`src/rtl/a09_pkg.sv`:
```
`default_nettype none
// ============================================================================
//  Module      : a09_pkg
//  Description : Encodings shared by the A09 sequence controller and the
//                datapath blocks that consume its strobes and selects.
//  Revision    : 1.0 - initial release
// ============================================================================
package a09_pkg;

    // PC_Src select encodings, identical to what the sequencer drives
    localparam logic [1:0] PC_SRC_BRANCH = 2'b00;
    localparam logic [1:0] PC_SRC_RET    = 2'b01;
    localparam logic [1:0] PC_SRC_SRC1   = 2'b10;
    localparam logic [1:0] PC_SRC_RSVD   = 2'b11;

    // Level of an asserted (active-low) sequencer strobe
    localparam logic ASSERT_L = 1'b0;

endpackage
`default_nettype wire

```
`src/rtl/return_stack.sv`:
```
`default_nettype none
// ============================================================================
//  Module      : return_stack
//  Description : LIFO of return addresses with push, pop and simultaneous
//                swap, full/empty status and sticky overflow/underflow flags.
//                The occupancy count doubles as the write pointer.
//  Revision    : 1.0 - initial release
// ============================================================================
module return_stack #(
    parameter int AddrWidth  = 16,
    parameter int StackDepth = 4
) (
    input  logic                              Clk,
    input  logic                              Reset,      // synchronous, active-low
    input  logic                              clear,      // active-high soft clear
    input  logic                              push,
    input  logic                              pop,
    input  logic [AddrWidth-1:0]              push_data,
    output logic [AddrWidth-1:0]              top,
    output logic [$clog2(StackDepth):0]       cnt,
    output logic                              full,
    output logic                              empty,
    output logic                              ovf,
    output logic                              unf
);

    localparam int c_PTR_W = $clog2(StackDepth);
    localparam int c_CNT_W = c_PTR_W + 1;
    localparam logic [c_CNT_W-1:0] c_DEPTH = c_CNT_W'(StackDepth);

    logic [AddrWidth-1:0] r_mem [StackDepth];
    logic [c_CNT_W-1:0]   r_cnt;
    logic                 r_ovf;
    logic                 r_unf;

    logic                 w_empty;
    logic                 w_full;
    logic [c_CNT_W-1:0]   w_cnt_m1;
    logic [c_PTR_W-1:0]   w_top_idx;
    logic                 w_wr_en;
    logic [c_PTR_W-1:0]   w_wr_idx;
    logic [c_CNT_W-1:0]   w_cnt_nxt;
    logic                 w_ovf_set;
    logic                 w_unf_set;

    assign w_empty   = (r_cnt == '0);
    assign w_full    = (r_cnt == c_DEPTH);
    assign w_cnt_m1  = r_cnt - c_CNT_W'(1);
    assign w_top_idx = w_cnt_m1[c_PTR_W-1:0];

    // Decode the requested operation into a write, a count change and flag sets
    always_comb begin
        w_wr_en   = 1'b0;
        w_wr_idx  = r_cnt[c_PTR_W-1:0];
        w_cnt_nxt = r_cnt;
        w_ovf_set = 1'b0;
        w_unf_set = 1'b0;
        if (push && pop) begin
            // Swap: overwrite the top in place; on empty it is a failed pop
            if (w_empty) begin
                w_unf_set = 1'b1;
            end else begin
                w_wr_en  = 1'b1;
                w_wr_idx = w_top_idx;
            end
        end else if (push) begin
            if (w_full) begin
                w_ovf_set = 1'b1;
            end else begin
                w_wr_en   = 1'b1;
                w_cnt_nxt = r_cnt + c_CNT_W'(1);
            end
        end else if (pop) begin
            if (w_empty) begin
                w_unf_set = 1'b1;
            end else begin
                w_cnt_nxt = w_cnt_m1;
            end
        end
    end

    // Count and sticky flags; reset and soft clear discard any operation
    always_ff @(posedge Clk) begin
        if (!Reset || clear) begin
            r_cnt <= '0;
            r_ovf <= 1'b0;
            r_unf <= 1'b0;
        end else begin
            r_cnt <= w_cnt_nxt;
            r_ovf <= r_ovf | w_ovf_set;
            r_unf <= r_unf | w_unf_set;
        end
    end

    // Entry storage is never cleared; it is unobservable while empty
    always_ff @(posedge Clk) begin
        if (Reset && !clear && w_wr_en) begin
            r_mem[w_wr_idx] <= push_data;
        end
    end

    assign top   = w_empty ? '0 : r_mem[w_top_idx];
    assign cnt   = r_cnt;
    assign full  = w_full;
    assign empty = w_empty;
    assign ovf   = r_ovf;
    assign unf   = r_unf;

endmodule
`default_nettype wire

```
`src/rtl/pc_unit.sv`:
```
`default_nettype none
// ============================================================================
//  Module      : pc_unit
//  Description : A09 program counter with branch-target adder, load-source
//                mux, increment/load priority and a return-address stack.
//  Revision    : 1.0 - initial release
// ============================================================================
module pc_unit
    import a09_pkg::*;
#(
    parameter int AddrWidth   = 16,
    parameter int OffsetWidth = 10,
    parameter int StackDepth  = 4
) (
    input  logic                          Clk,
    input  logic                          Reset,     // synchronous, active-low
    input  logic                          PC_Rst,
    input  logic                          PC_Inc,
    input  logic                          PC_Ld,
    input  logic [1:0]                    PC_Src,
    input  logic                          BRA_Src,
    input  logic                          STK_Ld,
    input  logic [OffsetWidth-1:0]        Offset,
    input  logic [AddrWidth-1:0]          Src1,
    output logic [AddrWidth-1:0]          PC,
    output logic [AddrWidth-1:0]          RetAddr,
    output logic [$clog2(StackDepth):0]   StkCnt,
    output logic                          StkFull,
    output logic                          StkEmpty,
    output logic                          StkOvf,
    output logic                          StkUnf
);

    logic [AddrWidth-1:0] r_pc;
    logic [AddrWidth-1:0] w_pc_nxt;
    logic [AddrWidth-1:0] w_ld_val;
    logic [AddrWidth-1:0] w_offset_sext;
    logic [AddrWidth-1:0] w_branch_tgt;
    logic [AddrWidth-1:0] w_ret_addr;
    logic                 w_stk_empty;
    logic                 w_clear;
    logic                 w_ld;
    logic                 w_inc;
    logic                 w_push;
    logic                 w_pop;

    assign w_clear = (PC_Rst == ASSERT_L);
    assign w_ld    = (PC_Ld  == ASSERT_L);
    assign w_inc   = (PC_Inc == ASSERT_L);
    assign w_push  = (STK_Ld == ASSERT_L);
    assign w_pop   = w_ld && (PC_Src == PC_SRC_RET);

    // PC already points past the fetched instruction, so relative is from next
    assign w_offset_sext = {{(AddrWidth-OffsetWidth){Offset[OffsetWidth-1]}}, Offset};
    assign w_branch_tgt  = r_pc + w_offset_sext;

    // Load-source mux; a pop of an empty stack leaves PC where it is
    always_comb begin
        w_ld_val = r_pc;
        case (PC_Src)
            PC_SRC_BRANCH: w_ld_val = BRA_Src ? w_branch_tgt : Src1;
            PC_SRC_RET:    w_ld_val = w_stk_empty ? r_pc : w_ret_addr;
            PC_SRC_SRC1:   w_ld_val = Src1;
            default:       w_ld_val = r_pc;
        endcase
    end

    // Update priority: reset, soft clear, load, increment, hold
    always_comb begin
        w_pc_nxt = r_pc;
        if (!Reset || w_clear) begin
            w_pc_nxt = '0;
        end else if (w_ld) begin
            w_pc_nxt = w_ld_val;
        end else if (w_inc) begin
            w_pc_nxt = r_pc + AddrWidth'(1);
        end
    end

    // Program counter register
    always_ff @(posedge Clk) begin
        r_pc <= w_pc_nxt;
    end

    // The stack always records the pre-edge PC as the return address
    return_stack #(
        .AddrWidth  (AddrWidth),
        .StackDepth (StackDepth)
    ) u_return_stack (
        .Clk       (Clk),
        .Reset     (Reset),
        .clear     (w_clear),
        .push      (w_push),
        .pop       (w_pop),
        .push_data (r_pc),
        .top       (w_ret_addr),
        .cnt       (StkCnt),
        .full      (StkFull),
        .empty     (w_stk_empty),
        .ovf       (StkOvf),
        .unf       (StkUnf)
    );

    assign PC       = r_pc;
    assign RetAddr  = w_ret_addr;
    assign StkEmpty = w_stk_empty;

endmodule
`default_nettype wire

```
`config.mk`:
```
export PLATFORM = sky130hd
export DESIGN_NAME = pc_unit
export DESIGN_NICKNAME = d
export VERILOG_FILES = /design/src/rtl/a09_pkg.sv /design/src/rtl/return_stack.sv /design/src/rtl/pc_unit.sv
export SDC_FILE = /design/constraint.sdc
export NUM_CORES = 1
export LEC_CHECK = 0
export ABC_AREA = 1
export CORE_MARGIN = 3
export CORE_UTILIZATION = 30
export CTS_CLUSTER_SIZE = 30
export DETAILED_ROUTE_END_ITERATION = 16
export SLEW_MARGIN = 20
export SYNTH_ARGS = -nofsm -noshare
export SYNTH_HDL_FRONTEND = slang
export SYNTH_SLANG_ARGS = --single-unit
export TNS_END_PERCENT = 10
```
`constraint.sdc`:
```
create_clock -name Clk -period 3.3 [get_ports Clk]
set_input_delay 0.66 -clock Clk [delete_from_list [all_inputs] [get_ports Clk]]
set_output_delay 0.66 -clock Clk [all_outputs]
set_load 0.05 [all_outputs]
```
======== Word-level counts from Yosys, hierarchy flattened ========
Memories as Yosys holds them, arrays and structs flattened.
Cells that the tools add are included.
Widths: inputs -> output; s select.
operators by class
  add/subtract/negate cells ............... 4
  equality and inequality tests ........... 8
  multiplexer cells ....................... 25
  bitwise operators ....................... 6
  reductions and logical operators ........ 11
operators with widths
  cell                   number
  $mux 16                5
  $pmux 16 s3            1
  $add 16x1->16 const B  1
  $add 16x16->16         1
  $mux 1                 13
  $mux 3                 4
  $ne 2x2->1 const B     3
  $logic_and 1x1->1      4
  $mux 2                 2
  $not 1->1              4
  $reduce_and 4->1       1
  $reduce_bool 4->1      1
  $add 3x1->3 const B    1
  $eq 3x3->1 const B     1
  $logic_not 3->1        1
  $ne 3x3->1 const B     1
  $reduce_and 3->1       1
  $sub 3x1->3 const B    1
  $eq 2x1->1 const B     1
  $eq 2x2->1 const B     1
  $logic_not 2->1        1
  $ne 2x1->1 const B     1
  $or 1x1->1             2
  $logic_not 1->1        1
  $logic_or 1x1->1       1
storage, ports and cells
  register bits ........................... 21
  bits in writable memories ............... 64
  bits of input ports ..................... 35
  output and inout bits ................... 39
  logic and storage cells ................. 59
  memories ................................ 1
memories
  memory                depth  bits a word  read ports  clocked after Yosys merged registers in  wr ports  line                source
  u_return_stack.r_mem  4      16           1           0                                        1         return_stack.sv:31  logic [AddrWidth-1:0] r_mem [StackDepth];

======== Longest topological paths before layout ========
  depth in word-level cells ............... 7
  gate-level depth with buffers ........... 15

======== Modules after synthesis ========
From an unflattened synthesis, not the netlist that was laid out.
unflattened totals
  cell total of the unflattened synthesis .. 688
  area total of the unflattened synthesis .. 5,408.9 sq um
by module, submodules not included
  module        instances  cells each  area an instance (sq um)  sequential area each (sq um)
  return_stack  1          251         2,899.0                   2,021.9
  pc_unit       1          437         2,509.9                   320.3

======== Least setup slack after synthesis ========
Ideal clock, no wire load.
  path kind ............................... register to register
  start ................................... reg u_return_stack.r_cnt[0] (netlist: u_return_stack.cnt[0])
  end ..................................... mem u_return_stack.r_mem[1][0], enable pin
  data arrival time ....................... 3.233 ns
  data required time ...................... 2.891 ns
  setup slack ............................. -0.342 ns
  stages on the path, launching flop included .. 12
  clock period less this slack ............ 3.642 ns
  path through ............................ dfxtp_1 buf_6 inv_4 buf_2 ha_1 inv_1 nor2_1 buf_6 buf_2 nand2_1 nand3_1 nor3_1
on the way
  elaborated cells on any way between the ends .. 12
RTL lines
  item                          line                source
  start, declared               return_stack.sv:32  logic [c_CNT_W-1:0] r_cnt;
  start signal, assigned        return_stack.sv:89  r_cnt <= w_cnt_nxt;
  $logic_not 3->1 (*)           return_stack.sv:46  assign w_empty = (r_cnt == '0);
  net StkEmpty                  pc_unit.sv:29       output logic StkEmpty,
  $mux 1                        return_stack.sv:60  if (w_empty) begin
  $mux 1                        return_stack.sv:58  if (push && pop) begin
  $logic_and 1x1->1             return_stack.sv:97  if (Reset && !clear && w_wr_en) begin
  $mux 1                        return_stack.sv:97
  $mux 1 (not written as such)  return_stack.sv:98  r_mem[w_wr_idx] <= push_data;
  end, declared                 return_stack.sv:31
Mark *: on every way through the listed nets, which the timed path passes. The rest lies on a longest branch.

======== Worst setup path in the final report ========
  start ................................... reg u_return_stack.r_cnt[1] (netlist: u_return_stack.cnt[1])
  end ..................................... out RetAddr[13]
on the way
  cells in the longest elaborated chain, start to end .. 3
  elaborated cells on any way between the ends .. 4
ends and longest elaborated chain
  item           line                 source
  $sub 3x1->3    return_stack.sv:48   assign w_cnt_m1 = r_cnt - c_CNT_W'(1);
  $mem_v2 4x16   -
  $mux 16 (*)    return_stack.sv:102  assign top = w_empty ? '0 : r_mem[w_top_idx];
  end, declared  pc_unit.sv:26        output logic [AddrWidth-1:0] RetAddr,
Mark *: on every way between the ends. The rest lies on a longest branch, timed or not.

==> results by group <==
Timing
  • RSZ-0062 raised after global routing: no
  • Min Hold Slack: 0.515 ns
  • Worst-margin pin slew: 0.611 ns
  • FMAX: 332 MHz
  • Max-Slew Margin vs Limit: 59.3%
  • Final hold vios: 0
  • Final worst slack: 0.292 ns
  • Final Max Tran Viols: 0
  • Min Tclk post-route: 3.01 ns
  • Final Cycle Share: between 90% and 100%
  • Final setup fails: 0
  • Setup Skew: 0.00678 ns

Logic synthesis
  • Simple-gate area share of the yosys netlist: a little under a quarter
  • Syn_nets: about 740
  • Adder-Cell Fraction of Synth Area: 5.81%
  • Synthesized area: 5300 um2
  • Netlist cell types: 40
  • Synthesized area per cell: slightly below 8 um2
  • Post-synth top area cell: edfxtp_1
  • Largest family of logic cells by synthesized area: simple AND/OR/NAND/NOR gates
  • XOR/XNOR Fraction of Synth Area: 1.82%
  • Post-synthesis mux area share: 0%
  • Register area share after synthesis: 44.2%
  • Compound-Gate Fraction of Synth Area: between 10% and 20%
  • Flops & latches, synth: 85
  • Syn. warnings: 0
  • Cells after Synth: 680
  • Top-area cell type share of the netlist area: 36.3%
  • Synth area leaders: edfxtp_1 (36%), nand2_1 (10%), dfxtp_1 (7.9%)

Route
  • Routed WL: 15400 um
  • Vias: 4814
  • WL/cell: 15.7 um
  • ANT nets after route: 0
  • Number of remaining DRC errors: 0
  • Iteration count of the initial detailed-routing pass: 7
  • DRT iter0 DRCs: 329
  • Vias/cell: 4.90

Finish
  • Final cell utilization of the core: between 40% and 50%
  • Layout Nets: ~800
  • Final instance count without filler cells: between 900 and 1000
  • # diodes: 0
  • Layout cells sized above 1: 10.4%
  • Layout area overhead: 28.0%

Setup path
  • Critical R2R Capture: PC[13]$_SDFFE_PP0P_
  • CP required: 2.64 ns
  • CP Class: flip-flop to primary output
  • Worst-path fanout max: 17
  • Critical Path Start Type: flip-flop
  • Critical Path Sink Type: primary output
  • R2r startpoint: u_return_stack.cnt[1]$_SDFFE_PP0P_
  • Reg2reg setup slack: 0.90 ns
  • Worst EP arrival: 2.35 ns
  • Worst r2r path cells: 10

Clock network
  • Clock root buffer: clkbuf_16
  • Clk_lat worst skew: 0.33 ns
  • Longest Clk Path Bufs: 2
  • Post-CTS Hold Buffers: 0
  • Clock slew seen by the registers of the worst setup and hold paths: around 0.070 ns
  • Post-CTS Setup Inserts: 0
  • H-tree depth: 3
  • Total CTS buffers: 9
  • Clk sink count: 85
  • PostCTS Resize Cnt: 0
  • TritonCTS clock tree: built

GRT
  • Initial antenna violation count: 0
  • First-pass GRT wire length: 24000 um
  • Vias in the first global route: 4584
  • Grt ovf: 0
  • Largest net degree at the start of global routing: 37
  • Total GRT Usage: between 15 and 20%

Hold path
  • Hold_sp: u_return_stack.unf$_SDFF_PP0_
  • Hold path endpoint: u_return_stack.unf$_SDFF_PP0_
  • HP Class: flip-flop to flip-flop
  • Hold Path Depth: 2

Floorplanning
  • Starting Density: 31.3%
  • Die X: 139 um
  • Die area: 19300 um2
  • Row count: 47
  • Core Box Area: between 15000 and 20000 um2
  • IO Pins: 74
  • Die Ht: 139 um

Placed design
  • Buffers on Ports: 73
  • Global placer's final weighted congestion: 0.910
  • Place WS: 0.253 ns
  • Final HPWL DP: roughly 12000 um
  • Inst Count DP: 966

Power
  • Pwr Total: 2.95 mW
  • Pleak: 2.77 nW
  • Peak supply drop: about 300 uV
  • Pwr Density: 434 nW/um2

Run status
  • Outcome: complete, no violations

Run
  • # Max-Cap Violations: 0
[report_power, final]
group	switching, mW	leakage (nW)	internal, mW
clock	0.418	0.140	0.558
combinational	0.471	1.87	0.287
sequential	0.0387	0.766	1.17
[placed cells by master, fill, tap and decap left out, types with 10 or more instances in the layout]
cell type	count
nand2_1	143
nor2_1	92
a21oi_1	77
edfxtp_1	64
inv_1	61
clkdlybuf4s50_1	55
o21ai_0	53
nand3_1	36
ha_1	23
buf_4	22
dfxtp_1	21
o21ai_1	17
buf_12	17
clkbuf_16	10
[worst max-delay path, stage by stage, from the launching register on]
cell	delay, ns
dfxtp_1	0.38
inv_1	0.12
ha_1	0.34
buf_4	0.22
nor2_1	0.10
o21ai_0	0.10
a21oi_1	0.54
buf_12	0.22
[registers in the layout, indices dropped and copies added (netlist names)]
signal and count:
PC 16, u_return_stack.cnt 3, u_return_stack.ovf 1, u_return_stack.r_mem 64
u_return_stack.unf 1
[Yosys cell counts]
master    instances
inv_1            61
o21ai_0          53
buf_6             5
nor3_2            1
nor3_4            1
clkbuf_1          7
ha_1             23
o21ai_1          17
o21bai_1          1
and3_1            1
inv_4             2
nor3_1           11
xnor2_1           7
buf_2             8
nor2_2            2
nand2_1         143
inv_2             1
or2_2             1
clkinv_1          2
edfxtp_1         64
xor2_1            4
a22o_1            1
a21oi_2           8
a31oi_1           4
nand3_1          36
nor2_4            1
buf_1             3
a32oi_1           1
a21o_1            1
fa_1              1
dfxtp_1          21
nand2_2           2
nand3b_1          4
buf_4             3
and2_1            2
nand4_1           4
o211ai_1          1
nor2_1           93
clkbuf_2          2
a21oi_1          77
[through the flow]
stage | TNS [ns] | area [um2]
finish | 0 | 6780
global route | 0 | 6780
CTS | 0 | 6780
detailed placement | 0 | 6490
global placement | 0 | 6490
floorplan | -21.91 | 5300
[how the worst max path moves through the flow]
stage / slack [ns] / startpoint / cells after the start / end
after floorplan: -0.34 / u_return_stack.cnt[0]$_SDFFE_PP0P_ / 11 / u_return_stack.r_mem[1][0]$_DFFE_PP_
after global placement: 0.34 / PC_Src[1] / 11 / u_return_stack.r_mem[3][4]$_DFFE_PP_
after detailed placement: 0.25 / PC_Src[1] / 11 / u_return_stack.r_mem[1][2]$_DFFE_PP_
after CTS: 0.30 / u_return_stack.cnt[1]$_SDFFE_PP0P_ / 7 / RetAddr[13]
after global routing: 0.20 / u_return_stack.cnt[1]$_SDFFE_PP0P_ / 7 / RetAddr[13]
final: 0.29 / u_return_stack.cnt[1]$_SDFFE_PP0P_ / 7 / RetAddr[13]
[area by class of cell]
type | instances | area [um2]
fill | 1707 | 10200
multi-input combinational | 501 | 2560
sequential | 85 | 2340
timing repair buffer | 94 | 1060
tap | 220 | 275
inverter | 66 | 253
clock buffer | 10 | 250
clock inverter | 6 | 46.3
[layer usage]
layer | up-vias | track usage [%] | routed length [um]
li1 | 2451 | - | -
met1 | 2199 | 22.6 | 7600
met2 | 151 | 24.2 | 6810
met3 | 13 | 1.86 | 816
met4 | 0 | 4.07 | 163
met5 | - | 0 | 0
[logic make-up after synthesis]
group / after synthesis
and+or+nand+nor: 302
AOI/OAI and AO/OA: 164
buffers and inverters: 94
DFF: 85
adders and majority gates: 24
xor gates and xnor gates: 11
Power figures use the tool's default switching activity.
